### src/rtl/key_debounce_pkg.sv
// Shared constants for the front-panel key conditioner.
// State encodings and board timing defaults.
package key_debounce_pkg;

  localparam logic [1:0] ST_RELEASED    = 2'd0;
  localparam logic [1:0] ST_PRESS_CHK   = 2'd1;
  localparam logic [1:0] ST_HELD        = 2'd2;
  localparam logic [1:0] ST_RELEASE_CHK = 2'd3;

  localparam int CLK_HZ    = 50_000_000;
  localparam int CYC_10MS  = CLK_HZ / 100;
  localparam int CYC_500MS = CLK_HZ / 2;
  localparam int CYC_100MS = CLK_HZ / 10;

  function automatic int max3(
    input int a,
    input int b,
    input int c
  );
    int m;
    m = a;
    if (b > m) m = b;
    if (c > m) m = c;
    return m;
  endfunction

endpackage

### src/rtl/key_debounce_sync.sv
// Reset-to-released synchroniser for one raw key input.
// Kept as discrete flops so tools do not pack it into an SRL.
module key_sync #(
  parameter int STAGES = 2
) (
  input  logic clk,
  input  logic rst,
  input  logic d,
  output logic q
);

  (* shreg_extract = "no", ASYNC_REG = "TRUE" *)
  logic [STAGES-1:0] ff;

  always_ff @(posedge clk) begin
    if (rst) begin
      ff <= '1;
    end else begin
      ff <= {ff[STAGES-2:0], d};
    end
  end

  assign q = ff[STAGES-1];

endmodule

### src/rtl/key_debounce.sv
// Debounced press/release/auto-repeat events for one key.
// All outputs registered; key_n only reaches them via key_sync.
module key_debounce
  import key_debounce_pkg::*;
#(
  parameter int STABLE_CYCLES = CYC_10MS,
  parameter int SYNC_STAGES   = 2,
  parameter int REPEAT_DELAY  = CYC_500MS,
  parameter int REPEAT_PERIOD = CYC_100MS
) (
  input  logic clk,
  input  logic rst,
  input  logic key_n,
  output logic pressed,
  output logic press_pulse,
  output logic release_pulse,
  output logic repeat_pulse
);

  localparam int CMAX = max3(
    STABLE_CYCLES, REPEAT_DELAY, REPEAT_PERIOD);
  localparam int CW = $clog2(CMAX) + 1;

  localparam logic [CW-1:0] STB_LAST =
    CW'(STABLE_CYCLES - 1);
  localparam bit ONE_SHOT = (STABLE_CYCLES == 1);

  logic          key_s;
  logic [1:0]    state;
  logic [CW-1:0] cnt;
  logic [CW-1:0] cnt_inc;

  key_sync #(
    .STAGES(SYNC_STAGES)
  ) u_sync (
    .clk(clk),
    .rst(rst),
    .d  (key_n),
    .q  (key_s)
  );

  assign cnt_inc = (cnt == '1) ? cnt : cnt + 1'b1;

  always_ff @(posedge clk) begin
    if (rst) begin
      state         <= ST_RELEASED;
      cnt           <= '0;
      pressed       <= 1'b0;
      press_pulse   <= 1'b0;
      release_pulse <= 1'b0;
    end else begin
      press_pulse   <= 1'b0;
      release_pulse <= 1'b0;
      unique case (state)
        ST_RELEASED: begin
          if (!key_s) begin
            if (ONE_SHOT) begin
              state       <= ST_HELD;
              cnt         <= '0;
              pressed     <= 1'b1;
              press_pulse <= 1'b1;
            end else begin
              state <= ST_PRESS_CHK;
              cnt   <= CW'(1);
            end
          end
        end
        ST_PRESS_CHK: begin
          if (key_s) begin
            state <= ST_RELEASED;
            cnt   <= '0;
          end else if (cnt == STB_LAST) begin
            state       <= ST_HELD;
            cnt         <= '0;
            pressed     <= 1'b1;
            press_pulse <= 1'b1;
          end else begin
            cnt <= cnt_inc;
          end
        end
        ST_HELD: begin
          if (key_s) begin
            if (ONE_SHOT) begin
              state         <= ST_RELEASED;
              cnt           <= '0;
              pressed       <= 1'b0;
              release_pulse <= 1'b1;
            end else begin
              state <= ST_RELEASE_CHK;
              cnt   <= CW'(1);
            end
          end
        end
        ST_RELEASE_CHK: begin
          if (!key_s) begin
            state <= ST_HELD;
            cnt   <= '0;
          end else if (cnt == STB_LAST) begin
            state         <= ST_RELEASED;
            cnt           <= '0;
            pressed       <= 1'b0;
            release_pulse <= 1'b1;
          end else begin
            cnt <= cnt_inc;
          end
        end
        default: begin
          state <= ST_RELEASED;
          cnt   <= '0;
        end
      endcase
    end
  end

  if (REPEAT_DELAY > 0) begin : g_rep
    localparam logic [CW-1:0] DLY = CW'(REPEAT_DELAY);
    localparam logic [CW-1:0] PER = CW'(REPEAT_PERIOD);

    logic [CW-1:0] rcnt;
    logic [CW-1:0] rinc;
    logic [CW-1:0] rtgt;
    logic          rphase;

    assign rinc = (rcnt == '1) ? rcnt : rcnt + 1'b1;
    assign rtgt = rphase ? PER : DLY;

    // Frozen in RELEASE_CHK so a release bounce keeps cadence.
    always_ff @(posedge clk) begin
      if (rst) begin
        rcnt         <= '0;
        rphase       <= 1'b0;
        repeat_pulse <= 1'b0;
      end else begin
        repeat_pulse <= 1'b0;
        if (state == ST_HELD) begin
          if (rinc == rtgt) begin
            rcnt         <= '0;
            rphase       <= 1'b1;
            repeat_pulse <= 1'b1;
          end else begin
            rcnt <= rinc;
          end
        end else if (state != ST_RELEASE_CHK) begin
          rcnt   <= '0;
          rphase <= 1'b0;
        end
      end
    end
  end else begin : g_norep
    assign repeat_pulse = 1'b0;
  end

endmodule

### config.mk
export PLATFORM = sky130hd
export DESIGN_NAME = key_debounce
export DESIGN_NICKNAME = d
export VERILOG_FILES = /design/src/rtl/key_debounce_pkg.sv /design/src/rtl/key_debounce_sync.sv /design/src/rtl/key_debounce.sv
export SDC_FILE = /design/constraint.sdc
export NUM_CORES = 1
export LEC_CHECK = 0
export ABC_CLOCK_PERIOD_IN_PS = 2900
export CORE_MARGIN = 3
export CORE_UTILIZATION = 32
export DETAILED_ROUTE_END_ITERATION = 8
export GPL_ROUTABILITY_DRIVEN = 0
export HOLD_SLACK_MARGIN = 0.12
export PLACE_DENSITY_LB_ADDON = 0.05
export SLEW_MARGIN = 20
export SYNTH_ARGS = -nofsm -noshare
export SYNTH_HDL_FRONTEND = slang
export SYNTH_SLANG_ARGS = --single-unit
### constraint.sdc
create_clock -name clk -period 2.9 [get_ports clk]
set_input_delay 0.58 -clock clk [delete_from_list [all_inputs] [get_ports clk]]
set_output_delay 0.58 -clock clk [all_outputs]
set_load 0.02 [all_outputs]
; ---- After elaboration in Yosys (flattened, before gate mapping)
; Cells that the tools add are included.
; Widths: inputs -> output; s select.
[classes]
addsub = 2
multipliers = 0
div_mod_pow = 0
order_cmp = 0
n_eq_ne = 17
shifts = 0
mux = 29
bitwise_logic = 4
n_reduce_logical = 10
[op_table]
columns = op, count
row1 = $mux 26, 10
row2 = $pmux 26 s4, 1
row3 = $add 26x1->26 const B, 2
row4 = $eq 26x26->1 const B, 2
row5 = $eq 26x19->1 const B, 1
row6 = $eq 26x25->1, 1
row7 = $mux 25, 1
row8 = $mux 2, 6
row9 = $ne 2x2->1 const B, 5
row10 = $mux 1, 9
row11 = $pmux 2 s4, 1
row12 = $ne 2x1->1 const B, 3
row13 = $reduce_or 3->1, 2
row14 = $reduce_and 5->1, 1
row15 = $eq 2x2->1 const B, 2
row16 = $not 1->1, 4
row17 = $reduce_and 2->1, 2
row18 = $reduce_and 4->1, 1
row19 = $reduce_bool 2->1, 2
row20 = $ne 3x2->1 const B, 1
row21 = $ne 3x3->1 const B, 1
row22 = $eq 2x1->1 const B, 1
row23 = $logic_not 2->1, 1
row24 = $pmux 1 s2, 1
row25 = $reduce_or 2->1, 1
[word_totals]
ff_bits = 61
latch_bits = 0
ramBits = 0
romBits = 0
output_inout_bits = 4
elab_cells = 71
memories = 0

; ---- Logic depth before layout (Yosys ltp)
; Gate-level depths: netlist of the first run.
[logic_depth]
depth_word = 5
depth_mapped = 12

; ---- By module
; From an unflattened synthesis of the first run, not the netlist that was laid out.
[unflattened]
hier_cells = 501
area_unflattened_um2 = 3788.6
[by_module_without_submodules]
columns = mod, instances, cells_per_inst, area_per_inst_um2
row1 = key_debounce, 1, 497, 3736.1
row2 = key_sync, 1, 4, 52.6

; ---- Worst setup path after synthesis of the first run
; Ideal clock, no wire load.
[synth_timing]
path_type = reg-to-reg
from = reg g_rep.rcnt[0]
to = reg g_rep.rcnt[6]
arrival_time_ps = 2735
required_time_ps = 2785
path_slack_ps = 50
path_stages_with_launch = 12
n_path_buf = 1
path_cell_list = dfxtp_1 > ha_1 > nand3_1 > or4_1 > o211a_1 > xor2_1 > o2111ai_2 > nor4_2 > o211ai_4 > buf_6 > a31oi_1 > nor2_1
[synth_via]
elab_chain_len = 5
elab_cells_between_ends = 6
classes_between = 1 x add/sub / 2 x eq/ne / 3 x mux
[synth_rtl]
columns = element, line_no
row1 = "start, declared", key_debounce.sv:119  ; logic [CW-1:0] rcnt;
row2 = "start signal, assigned", key_debounce.sv:141  ; rcnt <= rinc;
row3 = $add 26x1->26 / $eq 26x26->1 (equally long branches), key_debounce.sv:124  ; assign rinc = (rcnt == '1) ? rcnt : rcnt + 1'b1;
row4 = $mux 26 *, key_debounce.sv:124
row5 = $eq 26x25->1, key_debounce.sv:136  ; if (rinc == rtgt) begin
row6 = $mux 26 *, key_debounce.sv:136
row7 = $mux 26 *, key_debounce.sv:135  ; if (state == ST_HELD) begin
; Mark *: on every way between the ends. The rest lies on a longest branch, timed or not.
; A chain may end at the register's enable or synchronous reset.

; ---- Final worst setup path of the first run
[layout_timing]
from = reg g_rep.rcnt[10]
to = reg g_rep.rcnt[6]
; Same word-level chain as after synthesis.

==> metrics.txt, run 1 <==
largest net degree at the start of global routing 30; Tightest Pin Transition 0.699 ns; Setup WS pre-CTS 0.0151 ns; ys flop type dfxtp_1; fin nets 546; DPL Wire Length 7.96 mm; IO Pins 7; routed wire length 11.1 mm; Rel. slew slack 53.3%; post-layout min period 2.85 ns; fin crit share 98.3%; Post-Synth Adder-Cell Area 0.684%; antenna violations before repair 0; RSZ-0062 raised after global routing yes; skew final 0.00587 ns; core area 11000 µm²; Final WS setup 0.0479 ns; CP max FO 8; WP data arrival 3.08 ns; Synth Area per Inst 7.45 µm²; Synth Area in Compound Gates 17.6%; Worst Setup End Kind register; cts hold-fix bufs 0; mux share of post-synthesis cell area 1.09%; Post-Syn Area 3660 µm²; Final ANT Viol Nets 0; area grow syn2layout 28.5%; clk_lat worst skew 0.33 ns; Worst-path clk slew 0.06 ns; Final setup viols 0; CTS Buf Count 9; sequential element share of the synthesized area 33.4%; layout cells sized above 1 22.0%; final hold vios 0; number of synthesized register bits 61; CTS H-tree lvls 3; VDD IR max 0.000248 V; synthesized net count 496; global-route wire length before repair 18.1 mm; grt ovf 0; maxcap violations 0; placed cell area 4150 µm²; Rows 38; Yosys warning count 0; Synth top area share 33.4%; number of global-route vias before repair 3586; Die X 113 µm; Initial Util 33.2%; status finished, final reports clean; drt wl/cell 16.2 µm; worst endpoint required time 3.12 ns; main combinational cell family by area after synthesis simple AND/OR/NAND/NOR gates; Syn Inst Count 491; die height 113 µm; drt via density 5.47; IO buf count 6; Max Slew Vio Count 0; Die Area 12800 µm²; element type at the critical path start register; DRT iter0 DRCs 196; diode count 0; drt first pass iters 4; Synth cell types 52; Post-synth EDFFs 0; via count 3750; Power Dens Cells 408 nW/µm²; post-synth top area cell dfxtp_1; Total GRT Usage 17.5%; CTS tree built; setup tns final 0 ns; Synth async-reset ratio 0%; Worst Hold Class register to register; Sink Count 61; Leakage Power 1.59 nW; Clock Tree Root clkbuf_16; Post-Synth Simple-Gate Area 37.1%; design area 4700 µm²; clk buf depth 2; main area contributors after synthesis dfxtp_1, nor2_1, nand2_1, nand3_1, a21oi_1; CP Class register to register; fmax 351 MHz; Pwr Total 1.92 mW; XOR/XNOR Fraction of Synth Area 5.74%; drt drc 0; Final Core Density 42.6%
## layout make-up
class / count / area (µm²)
fill: 1129 / 6330
multi-input combinational: 393 / 2410
sequential: 61 / 1230
timing repair buffer: 68 / 571
clock buffer: 11 / 253
tap: 140 / 175
clock inverter: 5 / 35.0
inverter: 8 / 30.0
## report_power, final
| group | total, mW | switching [mW] | internal [mW] |
|---|---|---|---|
| Sequential | 0.845 | 0.00257 | 0.842 |
| Combinational | 0.0452 | 0.0299 | 0.0154 |
| Clock | 1.03 | 0.403 | 0.624 |
| Total | 1.92 | 0.436 | 1.48 |
## synth_stat cells, types with 2 or more instances
library cell  instances
o21ai_0              19
nand4_2               2
nand4_1              14
and3_1                9
nor4b_1               3
nor3b_1               3
a22oi_1               6
o21ai_1               2
or4_1                 5
xor2_1                8
nand2_1              45
a211oi_1              4
nor4_1               11
inv_1                 8
nor2_1               82
clkbuf_1             16
o211a_1               2
nand3_1              29
nor2b_1               3
and4_1                4
dfxtp_1              61
a31oi_1              11
mux2i_1               4
ha_1                  2
nand2b_1              7
nor4_2                4
or2_2                 6
or3_1                12
xnor2_1              16
buf_2                11
a311oi_1              5
a21o_1                3
o21a_1                3
a21oi_1              28
nor3_1               26
## critical path, cell delays in order, from the launching register on
cell,delay (ns)
dfxtp_1,0.33
nand4_1,0.19
buf_4,0.20
nor4_1,0.31
buf_4,0.19
a21oi_1,0.08
mux2i_1,0.16
a2111oi_2,0.29
buf_4,0.18
and4_1,0.25
o211ai_4,0.12
buf_12,0.17
buf_6,0.11
a31oi_1,0.12
nor2_1,0.06
## logic make-up (layout without fill, tap and decap cells)
logic type	count (synthesis)	after routing
compound gates	96	96
xor+xnor	24	24
fa+ha+maj	2	2
buf+inv	37	92
flops	61	61
mux	4	4
simple gates	267	267
## sequential cells by signal, indices dropped and copies added (netlist names), named ones only
signal and flops:
state 1, pressed 1, release_pulse 1, repeat_pulse 1
cnt 26, g_rep.rcnt 26, u_sync.ff 2, g_rep.rphase 1
press_pulse 1
## routing by layer
metal,share of wire [%],wire length (µm),vias up,global-route usage (%)
li1,-,-,1886,-
met1,44,4910,1778,21.4
met2,50,5600,71,31.1
met3,3.9,428,15,3.21
met4,1.6,174,0,5.53
met5,0,0,-,0
## cells in the final DEF, fill, tap and decap left out, types with 10 or more instances in the layout
master,synthesis,final
a31oi_1,11,11
nor2_1,82,81
clkbuf_16,0,10
dfxtp_1,61,52
a21oi_1,28,27
nand4_1,14,14
xnor2_1,16,15
buf_4,1,56
nor4_1,11,10
o21ai_0,19,19
nand3_1,29,28
nor3_1,26,26
nand2_1,45,45
## stage by stage
step / std cells / hold slack, ns
2_1_floorplan: 491 / 0.389
3_3_place_gp: 660 / 0.397
3_5_place_dp: 660 / 0.393
4_1_cts: 676 / 0.407
5_1_grt: 686 / 0.430
6_report: 686 / 0.407
## repair_timing
item                                    in CTS  in global routing
resized for setup                            0                 37
endpoints found under the setup margin       0                 16
buffers inserted                             0                  9
## worst paths after layout
path                                startpoint            end  slack (ns)  cells after the start
worst max-delay path            g_rep.rcnt[10]  g_rep.rcnt[6]        0.05                     14
worst min register to register    u_sync.ff[0]   u_sync.ff[1]        0.41                      1
worst max register to register  g_rep.rcnt[10]  g_rep.rcnt[6]        0.05                     14
worst min-delay path              u_sync.ff[0]   u_sync.ff[1]        0.41                      1
Note: power is estimated with default switching activity, not from simulation.
==> run 2: changes to the inputs <==
- CTS_CLUSTER_SIZE: unset -> 20
==> results of run 2 <==
The final DEF is identical to that of run 1; final timing and power are the same.
